File: config.mk
export PLATFORM = sky130hd
export DESIGN_NAME = punch_row_buffer
export DESIGN_NICKNAME = d
export VERILOG_FILES = /design/src/rtl/x2821_card_pkg.sv /design/src/rtl/card_row_select.sv /design/src/rtl/punch_row_buffer.sv
export SDC_FILE = /design/constraint.sdc
export NUM_CORES = 2
export LEC_CHECK = 0
export ABC_AREA = 1
export ABC_CLOCK_PERIOD_IN_PS = 1500
export BUFFER_PORTS_ARGS = -buffer_cell sky130_fd_sc_hd__buf_2
export CAP_MARGIN = 20
export CORE_MARGIN = 1.5
export CORE_UTILIZATION = 55
export CTS_BUF_LIST = sky130_fd_sc_hd__clkbuf_2
export CTS_CLUSTER_SIZE = 16
export DETAILED_ROUTE_END_ITERATION = 10
export PLACE_DENSITY_LB_ADDON = 0.2
export SYNTH_ARGS = -nofsm -noshare
export SYNTH_HDL_FRONTEND = slang
export SYNTH_HIERARCHICAL = 1
export SYNTH_SLANG_ARGS = --single-unit
File: constraint.sdc
create_clock -name i_clk -period 1.5 [get_ports i_clk]
set_input_delay 0.075 -clock i_clk [delete_from_list [all_inputs] [get_ports i_clk]]
set_output_delay 0.075 -clock i_clk [all_outputs]
set_load 0.03 [all_outputs]
File: src/rtl/x2821_card_pkg.sv
// Shared constants and types for the card-image punch row buffer.
package x2821_card_pkg;

    localparam int unsigned COLS_DEFAULT = 80;

    // Punch step order: row 9 first, then rows 8..1, 0, 11, 12.
    localparam int unsigned ROW9_STEP  = 0;
    localparam int unsigned ROW8_STEP  = 1;
    localparam int unsigned ROW7_STEP  = 2;
    localparam int unsigned ROW6_STEP  = 3;
    localparam int unsigned ROW5_STEP  = 4;
    localparam int unsigned ROW4_STEP  = 5;
    localparam int unsigned ROW3_STEP  = 6;
    localparam int unsigned ROW2_STEP  = 7;
    localparam int unsigned ROW1_STEP  = 8;
    localparam int unsigned ROW0_STEP  = 9;
    localparam int unsigned ROW11_STEP = 10;
    localparam int unsigned ROW12_STEP = 11;

    // Bit positions inside a 12-bit column hole pattern.
    localparam int unsigned HOLE_12 = 11;
    localparam int unsigned HOLE_11 = 10;
    localparam int unsigned HOLE_0  = 9;
    localparam int unsigned HOLE_1  = 8;
    localparam int unsigned HOLE_2  = 7;
    localparam int unsigned HOLE_3  = 6;
    localparam int unsigned HOLE_4  = 5;
    localparam int unsigned HOLE_5  = 4;
    localparam int unsigned HOLE_6  = 3;
    localparam int unsigned HOLE_7  = 2;
    localparam int unsigned HOLE_8  = 1;
    localparam int unsigned HOLE_9  = 0;

    typedef enum logic [1:0] {
        LOAD  = 2'd0,
        PUNCH = 2'd1,
        DONE  = 2'd2
    } state_e;

endpackage

File: src/rtl/card_row_select.sv
// Gathers one hole row across all columns of the stored card image.
module card_row_select
    import x2821_card_pkg::*;
#(
    parameter int unsigned COLS = COLS_DEFAULT
) (
    input  logic [COLS-1:0][11:0] card_i,
    input  logic [3:0]            row_i,
    output logic [COLS-1:0]       bits_o
);

    // Step k of the punch sequence is hole bit k of every column.
    always_comb begin
        bits_o = '0;
        if (row_i <= 4'(ROW12_STEP)) begin
            for (int unsigned c = 0; c < COLS; c++) begin
                bits_o[c] = card_i[c][row_i];
            end
        end
    end

endmodule

File: src/rtl/punch_row_buffer.sv
// Column-serial card loader that replays the card as 12 row images in punch order.
module punch_row_buffer
    import x2821_card_pkg::*;
#(
    parameter int unsigned COLS = COLS_DEFAULT,
    parameter int unsigned CW   = 7
) (
    input  logic            i_clk,
    input  logic            i_reset,
    input  logic [11:0]     i_holes,
    input  logic            i_col_valid,
    output logic            o_col_ready,
    input  logic            i_card_end,
    output logic [CW-1:0]   o_col_count,
    output logic            o_row_valid,
    output logic [3:0]      o_row_num,
    output logic [COLS-1:0] o_row_bits,
    input  logic            i_row_ready,
    input  logic            i_abort,
    output logic            o_card_done
);

    localparam logic [CW-1:0] COL_LAST = CW'(COLS - 1);
    localparam logic [3:0]    ROW_LAST = 4'(ROW12_STEP);

    state_e                 state_q;
    logic [COLS-1:0][11:0]  card_q;
    logic [CW-1:0]          col_q;
    logic [3:0]             row_q;

    // Card FSM: load columns, step rows under punch backpressure, then clear.
    always_ff @(posedge i_clk) begin
        if (!i_reset || i_abort) begin
            state_q <= LOAD;
            card_q  <= '0;
            col_q   <= '0;
            row_q   <= '0;
        end else begin
            case (state_q)
                LOAD: begin
                    if (i_col_valid) begin
                        card_q[col_q] <= i_holes;
                        col_q         <= col_q + CW'(1);
                        if (col_q == COL_LAST) begin
                            state_q <= PUNCH;
                        end
                    end
                    if (i_card_end) begin
                        state_q <= PUNCH;
                    end
                end
                PUNCH: begin
                    if (i_row_ready) begin
                        if (row_q == ROW_LAST) begin
                            state_q <= DONE;
                        end else begin
                            row_q <= row_q + 4'd1;
                        end
                    end
                end
                DONE: begin
                    state_q <= LOAD;
                    card_q  <= '0;
                    col_q   <= '0;
                    row_q   <= '0;
                end
                default: begin
                    state_q <= LOAD;
                end
            endcase
        end
    end

    // Handshake and status decode directly from the held state.
    assign o_col_ready = (state_q == LOAD);
    assign o_row_valid = (state_q == PUNCH);
    assign o_card_done = (state_q == DONE);
    assign o_col_count = col_q;
    assign o_row_num   = row_q;

    card_row_select #(
        .COLS (COLS)
    ) u_row_select (
        .card_i (card_q),
        .row_i  (row_q),
        .bits_o (o_row_bits)
    );

endmodule

==> results.txt <==
* Run status: finished with violations
- The final reports fail on negative setup slack.
* Required time reported for the critical path endpoint: 1.42 ns
- TritonCTS built the clock tree.
- Most used DFF post-synth: dfxtp_1
- Timing would allow up to 0.310 GHz.
- H-Tree Depth: 5
* Minimum setup slack in the final design: -1.73 ns
- Once layout is complete, the utilization of the core stands at 69.8%.
* Count of input and output buffers: 111
- Simple-gate area share of the yosys netlist: 39.4%
- R2r worst-path depth: 9
- After synthesis, the cell types taking the most area are dfxtp_1, nand3_1, nand2_1.
- The worst setup path is captured at an output pin.
- The worst setup path is launched from a flip-flop.
- Max rail drop VDD: 0.749 mV
- Final min period: 3.23 ns
- Endpoints failing hold: 0
- Once the floorplan was initialized, standard cells occupied 55.5% of the core.
* DIE WIDTH: 293 um
- Length of the first detailed-routing pass in iterations: 9
- RD Place Congestion: 0.888
- Number of synthesized flops with an enable pin: 0
- Counting flops with an async set or reset pin after synthesis yields a share of 0%.
* Bufs on Longest Clock Path: 4
* Worst Hold Launch: i_col_valid
* Path category of the worst min-delay check: input port to flip-flop
* Wire length of the first global-routing pass: 264 mm
- Synthesized flop and latch total: 973
* Crit Path Category: flip-flop to output pin
- DRC viols: 0
- Most instantiated cells after synthesis: nand3_1, nand2_1, dfxtp_1
- After clock tree synthesis, the clock-pin slew on the worst setup and hold paths is 0.09 ns.
- In the final routed layout, each cell accounts on average for 20.6 um.
* Area of placed instances: 53100 um2
* Setup slack at placement: -0.352 ns
- Sinks on the clock net: 973
* Cells after synthesis: 6838
- Root cell of the clock tree: clkbuf_2
- Overall track demand over capacity in global routing: 37.9%
* Register-to-register path setup slack: -0.29 ns
- After Yosys synthesis, full adders, half adders and majority gates account for 0.0541% of the synthesized area.
* Post-Route WL: 174 mm
- Fraction of final layout cells sized beyond drive strength 1: 21.3%
* Most frequent cell after synthesis: nand3_1
- Yosys warnings: 6
* Count of different cell masters after synthesis: 23
- In this run the worst path has a maximum fanout of 6.
* MaxCap Viol Count: 0
- Summing every instance area after synthesis gives 46300 um2.
- Global route overflow: 0
* Floorplan die area: 85900 um2
* Number of endpoints failing setup at the final stage: 1046
* Area share of the leading cell type in the synthesized netlist: 42.1%
* Pin count of the biggest net entering global routing: 88
- The net count of the finished layout is 7233.
* Clock network latency to the later pin of the worst-skew pair: 1.60 ns
- Number of vias per cell after detailed routing: 6.25
- After synthesis, the largest family of logic cells by area is simple AND/OR/NAND/NOR gates.
- The number of clock buffers added by TritonCTS is 276.
- Number of design-rule violations left by the first detailed-router iteration: 7333
- After synthesis, the share of cell area in mux cells is 0%.
- Across all layers, the routed design uses 52800 vias.
- Once layout is done, the placed cells without fillers occupy 58300 um2.
* Synthesis-to-finish area growth: 25.9%
- Hold Path Depth: 6
* Post-Synth XOR/XNOR Area: 0.0378%
- Startpoint of the lowest-slack register-to-register path: state_q[0]
- Vias in the first global route: 48600
- At the worst endpoint, the arrival time is 3.15 ns.
- Detailed-placement wirelength estimate: 101 mm
* Pins Over Slew Limit: 0
* Largest area contributor in the synthesized netlist: dfxtp_1
* Worst setup skew after layout: 0.121 ns
* Post-synthesis sequential area ratio: 42.1%
- Setup repair after global routing could not meet its margin everywhere.
* Slew HR: 29.1%
- The number of antenna violations at the first check in global routing was 2.
- End of the worst register-to-register path: card_q[619]
- Dividing the final minimum period by the clock period gives 215%.
- In this run the static leakage power is 20.7 nW.
- The floorplan has 106 rows.
- For hold timing, the worst endpoint is o_col_count[1].
* ANT nets after route: 0
- At the pin with the least slew margin, the transition time is 1.06 ns.
- Die boundary height: 293 um
* Total core area: 83400 um2
- I/O pin count: 112
* Final-layout worst hold slack: 0.184 ns
- Synth Net Count: 6858
- In this run the mean area of a mapped cell was 6.77 um2.
- The synthesized netlist devotes 10.6% of its cell area to compound gates.
- Power density over the cells: 825 nW/um2
[layout make-up]
cell class | instances | area (um2)
timing repair inverter | 1 | 16.3
multi-input combinational | 5052 | 24400
fill | 6904 | 25200
sequential | 973 | 19500
clock buffer | 397 | 1990
inverter | 62 | 294
clock inverter | 40 | 259
antenna | 7 | 17.5
tap | 1080 | 1350
timing repair buffer | 847 | 10400
[placed cells by master (no fill, tap or decap), types with 2 or more instances in the layout]
master,Yosys,routed
buf_2,328,19
inv_8,0,3
buf_16,0,16
nor2_1,75,56
nor2_4,0,21
nand2_2,3,168
nor2_2,12,10
inv_4,0,3
inv_1,43,39
nand2_4,0,10
buf_12,0,223
dlygate4sd3_1,0,39
bufinv_16,0,4
dfxtp_1,973,962
a21oi_1,970,969
nand3_4,0,4
nand2_1,1651,1475
ha_1,2,2
o21ai_0,6,6
clkbuf_16,0,22
diode_2,0,7
buf_8,0,8
nand4_1,2,2
nor3_1,5,5
clkinv_1,0,29
bufbuf_16,0,2
buf_6,7,105
nand3_1,2318,2215
nand3_2,4,103
inv_2,19,19
dfxtp_4,0,11
buf_4,26,413
clkinv_2,0,3
clkbuf_2,0,397
[cells by family (layout without fill, tap and decap cells)]
kind of cell,count (synthesis),after routing
compound gates,978,978
xor+xnor,2,2
fa+ha+maj,2,2
buf+inv,813,1347
flops,973,973
other cells,0,7
simple gates,4070,4070
[metrics by stage]
step,TNS (ns),cells,power [mW]
finish,-258.61,8459,48.1
floorplan,-0.770,6838,27.7
global placement,-87.97,7933,29.3
global route,-351.23,8458,49.5
detailed placement,-119.35,7933,29.3
CTS,-271.10,8425,47.9
[sequential cells by signal, indices dropped and copies added (netlist names)]
| name | cells |
|---|---|
| card_q | 960 |
| o_col_count | 7 |
| state_q | 2 |
| o_row_num | 4 |
[worst max-delay path, cell delays in order (launching register included)]
cell and delay [ns]:
dfxtp_4 0.38, buf_12 0.17, clkinv_16 0.11, clkbuf_16 0.20, clkbuf_16 0.17, nand2_2 0.07, nand3_2 0.07, nand3_1 0.12
nand2_1 0.06, nand2_1 0.07, nand2_2 0.09, buf_6 0.15
[report_power, final]
| part | leakage (nW) | total, mW | switching (mW) | internal (mW) |
|---|---|---|---|---|
| combinational | 11.1 | 3.27 | 2.14 | 1.13 |
| sequential | 7.84 | 25.8 | 0.0171 | 25.8 |
| clock | 1.78 | 19.0 | 11.4 | 7.61 |
[worst max path at each step]
stage,start,to,slack [ns],cells after the start
after floorplan,o_col_count[0],card_q[461],-0.03,9
after global placement,state_q[0],card_q[77],-0.26,10
after detailed placement,state_q[0],card_q[19],-0.35,10
after CTS,o_row_num[0],o_row_bits[78],-1.80,11
after global routing,o_row_num[0],o_row_bits[27],-1.86,11
final,o_row_num[0],o_row_bits[27],-1.73,11
[repair_timing]
action,in CTS,in global routing
endpoints found under the hold margin,973,0
buffers inserted,10,2
setup endpoints to repair,1052,1062
resized for setup,180,281
hold buffers,39,0
pin swaps,2,100
cloned,6,26
[routing by layer]
metal / global-route usage [%] / vias to the layer above / share of wire, %
li1: - / 24100 / -
met2: 57.7 / 3433 / 44
met3: 8.09 / 657 / 12
met4: 19.5 / 0 / 4.8
met1: 50.6 / 24600 / 39
met5: 0 / - / 0
Power figures use the tool's default switching activity.
